[config.mk]
export PLATFORM = sky130hd
export DESIGN_NAME = gf16_div_flat
export DESIGN_NICKNAME = d
export VERILOG_FILES = /design/src/rtl/gf16_div_if.sv /design/src/rtl/gf16_div.sv /design/src/flat_wrapper.sv
export SDC_FILE = /design/constraint.sdc
export NUM_CORES = 1
export LEC_CHECK = 0
export ABC_AREA = 1
export BUFFER_PORTS_ARGS = -buffer_cell sky130_fd_sc_hd__buf_2
export CORE_ASPECT_RATIO = 1.4
export CORE_MARGIN = 1
export CORE_UTILIZATION = 52
export DETAILED_ROUTE_END_ITERATION = 6
export PLACE_DENSITY = 0.8
export SYNTH_ARGS = -nofsm -noshare
export SYNTH_HDL_FRONTEND = slang
export SYNTH_SLANG_ARGS = --single-unit
[constraint.sdc]
create_clock -name clk -period 1.7 [get_ports clk]
set_input_delay 0.085 -clock clk [delete_from_list [all_inputs] [get_ports clk]]
set_output_delay 0.085 -clock clk [all_outputs]
set_load 0.01 [all_outputs]
[src/rtl/gf16_div_if.sv]
// rtl/gf16_div_if.sv - operand/result handshake bundle for the GF(2^4) divider
interface gf16_div_if;
  logic       in_valid;
  logic       in_ready;
  logic [3:0] a;
  logic [3:0] b;
  logic       out_valid;
  logic       out_ready;
  logic [3:0] q;
  logic       div_by_zero;

  modport master (
    output in_valid, a, b, out_ready,
    input  in_ready, out_valid, q, div_by_zero
  );

  modport slave (
    input  in_valid, a, b, out_ready,
    output in_ready, out_valid, q, div_by_zero
  );
endinterface

[src/rtl/gf16_div.sv]
// rtl/gf16_div.sv - GF(2^4) divider, P(x)=x^4+x^3+1, inverse as b^14 via square-and-multiply
module gf16_div (
  input  logic        clk,
  input  logic        rst_n,
  gf16_div_if.slave   bus_io
);

  typedef enum logic [2:0] {IDLE, INV1, INV2, INV3, MUL, DONE} state_t;

  state_t     state_q, state_d;
  logic [3:0] acc_q, acc_d;
  logic [3:0] a_q, a_d;
  logic [3:0] b_q, b_d;
  logic [3:0] q_q, q_d;
  logic       dbz_q, dbz_d;

  // Carry-less 4x4 product folded back with x^4=x^3+1, x^5=x^3+x+1, x^6=x^3+x^2+x+1.
  function automatic logic [3:0] gf_mul(input logic [3:0] x, input logic [3:0] y);
    logic [6:0] p;
    p = 7'd0;
    for (int i = 0; i < 4; i++) begin
      if (y[i]) p = p ^ ({3'b000, x} << i);
    end
    gf_mul = p[3:0]
           ^ (p[4] ? 4'h9 : 4'h0)
           ^ (p[5] ? 4'hB : 4'h0)
           ^ (p[6] ? 4'hF : 4'h0);
  endfunction

  // State register; reset aborts any operation in flight.
  always_ff @(posedge clk or negedge rst_n) begin
    if (!rst_n) state_q <= IDLE;
    else        state_q <= state_d;
  end

  // Operand, accumulator and result registers.
  always_ff @(posedge clk or negedge rst_n) begin
    if (!rst_n) begin
      acc_q <= 4'h0;
      a_q   <= 4'h0;
      b_q   <= 4'h0;
      q_q   <= 4'h0;
      dbz_q <= 1'b0;
    end else begin
      acc_q <= acc_d;
      a_q   <= a_d;
      b_q   <= b_d;
      q_q   <= q_d;
      dbz_q <= dbz_d;
    end
  end

  // Next-state and datapath: b^3 -> b^7 -> b^14 = b^-1, then a * b^-1.
  always_comb begin
    state_d = state_q;
    acc_d   = acc_q;
    a_d     = a_q;
    b_d     = b_q;
    q_d     = q_q;
    dbz_d   = dbz_q;
    case (state_q)
      IDLE: begin
        if (bus_io.in_valid) begin
          a_d     = bus_io.a;
          b_d     = bus_io.b;
          acc_d   = bus_io.b;
          state_d = INV1;
        end
      end
      INV1: begin
        acc_d   = gf_mul(gf_mul(acc_q, acc_q), b_q);
        state_d = INV2;
      end
      INV2: begin
        acc_d   = gf_mul(gf_mul(acc_q, acc_q), b_q);
        state_d = INV3;
      end
      INV3: begin
        acc_d   = gf_mul(acc_q, acc_q);
        state_d = MUL;
      end
      MUL: begin
        // b = 0 falls out naturally as 0^14 = 0, so q is 0 with the flag set.
        q_d     = gf_mul(a_q, acc_q);
        dbz_d   = (b_q == 4'h0);
        state_d = DONE;
      end
      DONE: begin
        if (bus_io.out_ready) state_d = IDLE;
      end
      default: state_d = IDLE;
    endcase
  end

  // Handshake flags decode directly from state.
  assign bus_io.in_ready    = (state_q == IDLE);
  assign bus_io.out_valid   = (state_q == DONE);
  assign bus_io.q           = q_q;
  assign bus_io.div_by_zero = dbz_q;

endmodule
[src/flat_wrapper.sv]
// flat-port wrapper written by rule: the top's interface ports become plain ports
module gf16_div_flat 
  (clk, rst_n, bus_io_in_valid, bus_io_a, bus_io_b, bus_io_out_ready, bus_io_in_ready, bus_io_out_valid, bus_io_q, bus_io_div_by_zero);
  gf16_div_if bus_io_i ();
  input  logic clk;
  input  logic rst_n;
  input wire logic [$bits(bus_io_i.in_valid)-1:0] bus_io_in_valid;
  input wire logic [$bits(bus_io_i.a)-1:0] bus_io_a;
  input wire logic [$bits(bus_io_i.b)-1:0] bus_io_b;
  input wire logic [$bits(bus_io_i.out_ready)-1:0] bus_io_out_ready;
  output wire logic [$bits(bus_io_i.in_ready)-1:0] bus_io_in_ready;
  output wire logic [$bits(bus_io_i.out_valid)-1:0] bus_io_out_valid;
  output wire logic [$bits(bus_io_i.q)-1:0] bus_io_q;
  output wire logic [$bits(bus_io_i.div_by_zero)-1:0] bus_io_div_by_zero;
  assign bus_io_i.in_valid = bus_io_in_valid;
  assign bus_io_i.a = bus_io_a;
  assign bus_io_i.b = bus_io_b;
  assign bus_io_i.out_ready = bus_io_out_ready;
  assign bus_io_in_ready = bus_io_i.in_ready;
  assign bus_io_out_valid = bus_io_i.out_valid;
  assign bus_io_q = bus_io_i.q;
  assign bus_io_div_by_zero = bus_io_i.div_by_zero;
  gf16_div u_core (.clk(clk), .rst_n(rst_n), .bus_io(bus_io_i));
endmodule
==> results.toml, run 1 <==
[cts]
clock_latency_ns = 0.31
cts.path.max_buffers = 2
cts_inserted_buffers = 3
numClockSinks = 20
clk_pin_slew_worst_paths_ns = 0.12
cts-root-buf = "clkbuf_4"
cts_max_level = 1
cts_tree = "built"

[worst_setup_path]
crit_type = "flop to flop"
cp_max_fo = 5
crit_path_end_kind = "flop"
start_kind = "flop"
cp.required_ns = 1.95
cp.arrival_ns = 2.18

[sta]
fin_crit_sh_pct = 114
fin_crit_ns = 1.94
rsz0062_at_grt = "yes"
setup_viol = 6
clock.fmax_mhz = 517
hold_viol_final = 0
setup_ws_ns = -0.235
relSlewSlack_pct = 70.4
slew_viol_final = 0
worst_slew_pin_slew_ns = 0.444
finalClockSkew_ns = 0.00262
finalSetupTns_ns = -0.869

[floorplan]
die_w_um = 47.7
coreArea_um2 = 2700
die_y_um = 66.0
start_util_pct = 56.3
io_pins = 19
dieArea_um2 = 3140
fp-row-count = 22

[routing]
via_per_inst = 5.22
drcViolationCount = 0
num_vias = 1581
first_iter_violations = 49
routed_wl_mm = 4.20
wl_per_cell_um = 13.9
drt-pass1-iter-count = 5
ant_nets = 0

[global_route]
grt-ovfl-total = 0
grt_pass1_vias = 1531
grtUsageTotal_pct = 28.4
antenna_found_initial = 0
grt_pass1_wl_mm = 6.38
grt_max_degree = 21

[logic_synthesis]
netlist_instances = 218
synth_flop_cell = "dfrtp_1"
yosysSeqAreaShare_pct = 32.9
yosysWarningCount = 0
synthArstFlopShare_pct = 100
yosys_register_bits = 20
synth_top_area_share_pct = 32.9
synth_nets = 233
synth_cell_types = 29
synth_area_per_cell_um2 = 6.97
ys_top_cells_by_area = "dfrtp_1 33%, nand2_1 17%, xnor2_1 6.3%"
synth_top_area_cell = "dfrtp_1"
netlist_top_cells_count = "68 x nand2_1, 25 x nor2_1, 22 x inv_1"
synthMostInstantiatedCell = "nand2_1"
synth.cell_area_um2 = 1520
synth_edf_count = 0

[placement]
dp_hpwl_mm = 3.11
pre_cts_ws_ns = -0.168
placed_cells = 297
gp_congestion = 0.943
io_buffers = 18

[outcome]
status = "finished, violations left"
failed_checks = "negative setup slack"

[final_layout]
final_core_util_pct = 78.3
instances_no_fill = 303
fin_nets = 283
antenna_cells = 0
syn2layout_area_growth_pct = 39.1
drive_above_1_share_pct = 36.3

[worst_hold_path]
hold_path.class = "primary input to flop"

[job]
drv_cap = 0
## metrics by stage
stage / area (µm²) / hold slack, ns
after floorplan: 1580 / -0.211
after global placement: 1920 / 0.0588
after detailed placement: 1920 / 0.0594
after CTS: 2030 / 0.00403
after global routing: 2110 / 0.0108
final: 2110 / 0.00218
## cell usage in the layout (no fill, tap or decap), drive strengths merged, types with 2 or more instances in the layout
| cell | count |
|---|---|
| nand2 | 72 |
| a221oi | 2 |
| xnor2 | 11 |
| o21ai | 7 |
| mux2 | 3 |
| inv | 24 |
| xor2 | 9 |
| buf | 47 |
| nor2 | 27 |
| clkbuf | 3 |
| ha | 3 |
| a21oi | 10 |
| nand3 | 19 |
| dfrtp | 20 |
## final timing paths
path	startpoint	endpoint	slack [ns]	cells after the start
max in group asynchronous	rst_n	u_core.acc_q[3]$_DFFE_PN0P_	1.13	2
min reg2reg	u_core.bus_io.q[3]$_DFFE_PN0N_	u_core.bus_io.q[3]$_DFFE_PN0N_	0.50	2
min	bus_io_a[1]	u_core.a_q[1]$_DFFE_PN0P_	0.002	2
max reg2reg	u_core.acc_q[3]$_DFFE_PN0P_	u_core.acc_q[0]$_DFFE_PN0P_	-0.24	13
max	u_core.acc_q[3]$_DFFE_PN0P_	u_core.acc_q[0]$_DFFE_PN0P_	-0.24	13
min in group asynchronous	rst_n	u_core.a_q[2]$_DFFE_PN0P_	0.24	2
## worst max-delay path, stage by stage, from the launching register on
cell and delay [ns]:
dfrtp_2 0.49, inv_8 0.10, ha_4 0.23, nor2_4 0.15
inv_2 0.06, nand2_4 0.08, buf_4 0.11, nand2_2 0.05
nand2_4 0.09, xnor2_2 0.11, nand3_1 0.09, nand2_1 0.09
nand2_1 0.06, a21oi_2 0.15
## sequential cells by signal, summed over array words and instances (netlist names)
register	count
u_core.state_q	3
u_core.bus_io.div_by_zero	1
u_core.acc_q	4
u_core.bus_io.q	4
u_core.b_q	4
u_core.a_q	4
## metal layers
| metal | up-vias | track usage (%) | part of all wire, % |
|---|---|---|---|
| met5 | - | 0 | 0 |
| met1 | 717 | 30.4 | 39 |
| li1 | 791 | - | - |
| met2 | 51 | 51.2 | 53 |
| met3 | 22 | 1.91 | 2.8 |
| met4 | 0 | 16.0 | 4.9 |
## cell families (layout without fill, tap and decap cells)
group | Yosys count | in the layout | synth area share [%]
buffers and inverters | 27 | 76 | 7.33
adder cells (fa/ha/maj) | 3 | 3 | 2.47
multiplexers | 3 | 3 | 2.22
AO/OA/AOI/OAI | 23 | 23 | 9.72
XOR/XNOR | 20 | 20 | 11.5
flip-flops | 20 | 20 | 32.9
AND/OR/NAND/NOR | 122 | 122 | 33.8
## final cells by class
cell class	instances	area (µm²)
Multi-Input combinational cell	171	1080
Fill cell	199	584
Sequential cell	20	503
Timing Repair Buffer	48	338
Inverter	24	97.6
Tap cell	36	45.0
Clock inverter	1	30.0
Clock buffer	3	22.5
## timing repair
| action | 4_1_cts | 5_1_grt |
|---|---|---|
| hold endpoints to repair | 20 | 0 |
| pin swaps | 14 | 26 |
| hold buffers | 1 | 0 |
| setup endpoints to repair | 6 | 10 |
| resized for setup | 11 | 20 |
| buffers inserted | 0 | 1 |
Power of run 1 is left out: the tool's default activity adds up to more than one toggle a clock period on the data nets, which glitch-free logic cannot reach.
==> run 2: changes to the inputs <==
--- a/config.mk
+++ b/config.mk
@@ -9,9 +9,9 @@
 export BUFFER_PORTS_ARGS = -buffer_cell sky130_fd_sc_hd__buf_2
 export CORE_ASPECT_RATIO = 1.4
 export CORE_MARGIN = 1
-export CORE_UTILIZATION = 52
+export CORE_UTILIZATION = 35
 export DETAILED_ROUTE_END_ITERATION = 6
-export PLACE_DENSITY = 0.8
+export PLACE_DENSITY = 0.59
 export SYNTH_ARGS = -nofsm -noshare
 export SYNTH_HDL_FRONTEND = slang
 export SYNTH_SLANG_ARGS = --single-unit
==> results.toml, run 2 (same netlist as run 1, synthesis figures left out) <==
[outcome]
status = "finished, violations left"
failed_checks = "design-rule violations, negative setup slack"

[worst_setup_path]
path_buf_inv = 4
critPathTopFamily = "flip-flops"
start_kind = "flop"
cp.arrival_ns = 2.02
reg2reg_depth = 14
crit_type = "flop to flop"
rrSetupSlack_ns = -0.13
cp_max_fo = 5
slowest_stage = "dfrtp_2"
cp.required_ns = 1.89
cpPeakStageDelay_ns = 0.47
r2r_start = "u_core.acc_q[3]$_DFFE_PN0P_"
crit_path_start = "u_core.acc_q[3]$_DFFE_PN0P_"
path_cells = "inv_8 -> ha_4 -> nor2_4 -> inv_2 -> nand2_2 -> nand2_2 -> buf_4 -> xor2_1 -> inv_1 -> nand2_1 -> nand2_1 -> o21bai_1 -> nand2_1 -> o21ai_1"
cp_common_cell = "nand2_1"
worst_r2r_endpoint = "u_core.acc_q[1]$_DFFE_PN0P_"
crit_path_end_kind = "flop"

[sta]
setup_ws_ns = -0.130
slew_viol_final = 0
clock.fmax_mhz = 546
hold_viol_final = 0
fin_crit_ns = 1.83
finalClockSkew_ns = 0.00281
relSlewSlack_pct = 68.9
rsz0062_at_grt = "yes"
worst_slew_pin_slew_ns = 0.467
fin_crit_sh_pct = 108
setup_viol = 4

[routing]
routed_wl_mm = 4.01
dr_wl_met2_mm = 2.30
wl_met1_mm = 1.56
via_per_inst = 4.80
drcViolationCount = 2
wl_per_cell_um = 13.0
drt-pass1-iter-count = 6
highest_layer = "met4"
first_iter_violations = 35
ant_nets = 0
num_vias = 1478
met3_wirelength_um = 63

[cts]
cts.path.max_buffers = 2
cts_max_level = 1
clock_latency_ns = 0.25
cts_inserted_buffers = 3
numClockSinks = 20
cts_tree = "built"
cts-root-buf = "clkbuf_8"
clk_pin_slew_worst_paths_ns = 0.08

[final_layout]
fillers = 419
syn2layout_area_growth_pct = 31.8
final_common_cell = "nand2_1"
drive_above_1_share_pct = 30.8
fin_nets = 279
fin_area_um2 = 2000
antenna_cells = 0
final_cell_mix = "62 x nand2_1, 25 x buf_4, 22 x nor2_1"

[placement]
dp_hpwl_mm = 3.28
io_buffers = 18
place_area_um2 = 1880
gp_congestion = 0.912

[worst_hold_path]
hold_path.class = "primary input to flop"
min_delay_path_depth = 2
hold_start = "bus_io_a[1]"
whs_endpoint = "u_core.a_q[1]$_DFFE_PN0P_"

[job]
drv_cap = 0

[floorplan]
dieArea_um2 = 4610
fp-row-count = 28
die_y_um = 79.9
io_pins = 19
start_util_pct = 36.1
coreArea_um2 = 4200
die_w_um = 57.7

[global_route]
grt_pass1_wl_mm = 6.63
grt-ovfl-total = 0
antenna_found_initial = 0
grt_pass1_vias = 1446
grtUsageTotal_pct = 18.9
grt_max_degree = 21
## run 2: cell count changes in the layout (fill, tap and decap cells not counted), moves of 2 or more
| cell | previous run | this run |
|---|---|---|
| nand2_1 | 56 | 62 |
| nand2_4 | 5 | 0 |
| clkbuf_4 | 3 | 0 |
| clkbuf_8 | 0 | 3 |
| buf_6 | 2 | 0 |
| nand3_1 | 15 | 17 |
| nand3_2 | 4 | 2 |
| nor2_4 | 3 | 1 |
## run 2: final cells by class
type	instances	area (µm²)	share of cell area [%]
Inverter	24	97.6	4.87
Clock buffer	3	41.3	2.06
Clock inverter	1	30.0	1.50
Timing Repair Buffer	44	288	14.4
Sequential cell	20	503	25.1
Multi-Input combinational cell	171	986	49.3
Tap cell	45	56.3	2.81
## run 2: per-layer routing
metal	up-vias	track usage, %
met5	-	0
met1	671	19.2
met3	6	1.62
li1	777	-
met2	24	38.6
met4	0	6.90
## run 2: per-stage QoR
step / hold slack (ns) / setup slack, ns / cells / TNS (ns) / utilization (%)
after detailed placement: 0.0705 / -0.197 / 302 / -0.645 / 44.8
after floorplan: -0.211 / -0.0609 / 218 / -0.191 / -
final: 0.0550 / -0.130 / 308 / -0.432 / 47.6
after global routing: 0.0483 / -0.286 / 308 / -1.31 / 47.6
after CTS: 0.0531 / -0.153 / 308 / -0.541 / 47.0
after global placement: 0.0787 / -0.192 / 302 / -0.551 / 44.8
## run 2: worst register-to-register path, delay by kind of cell (launching register included)
kind / cells / cell delay, ns
flops: 1 / 0.47
simple gates: 6 / 0.43
buf+inv: 4 / 0.33
fa+ha+maj: 1 / 0.22
compound gates: 2 / 0.20
xor+xnor: 1 / 0.11
## run 2: worst max path at each step
stage	end	slack, ns	cells past startpoint
after global routing	u_core.acc_q[0]$_DFFE_PN0P_	-0.29	12
after global placement	u_core.acc_q[0]$_DFFE_PN0P_	-0.19	13
after floorplan	u_core.acc_q[0]$_DFFE_PN0P_	-0.06	14
after detailed placement	u_core.acc_q[0]$_DFFE_PN0P_	-0.20	13
final	u_core.acc_q[1]$_DFFE_PN0P_	-0.13	14
after CTS	u_core.acc_q[3]$_DFFE_PN0P_	-0.15	14
## run 2: timing repair
item | in CTS | in global routing
hold endpoints to repair | 20 | 0
resized for setup | 2 | 7
hold buffers | 1 | 0
buffers inserted | 1 | 0
setup endpoints to repair | 6 | 8
pin swaps | 2 | 2
Power of run 2 is left out for the same reason.
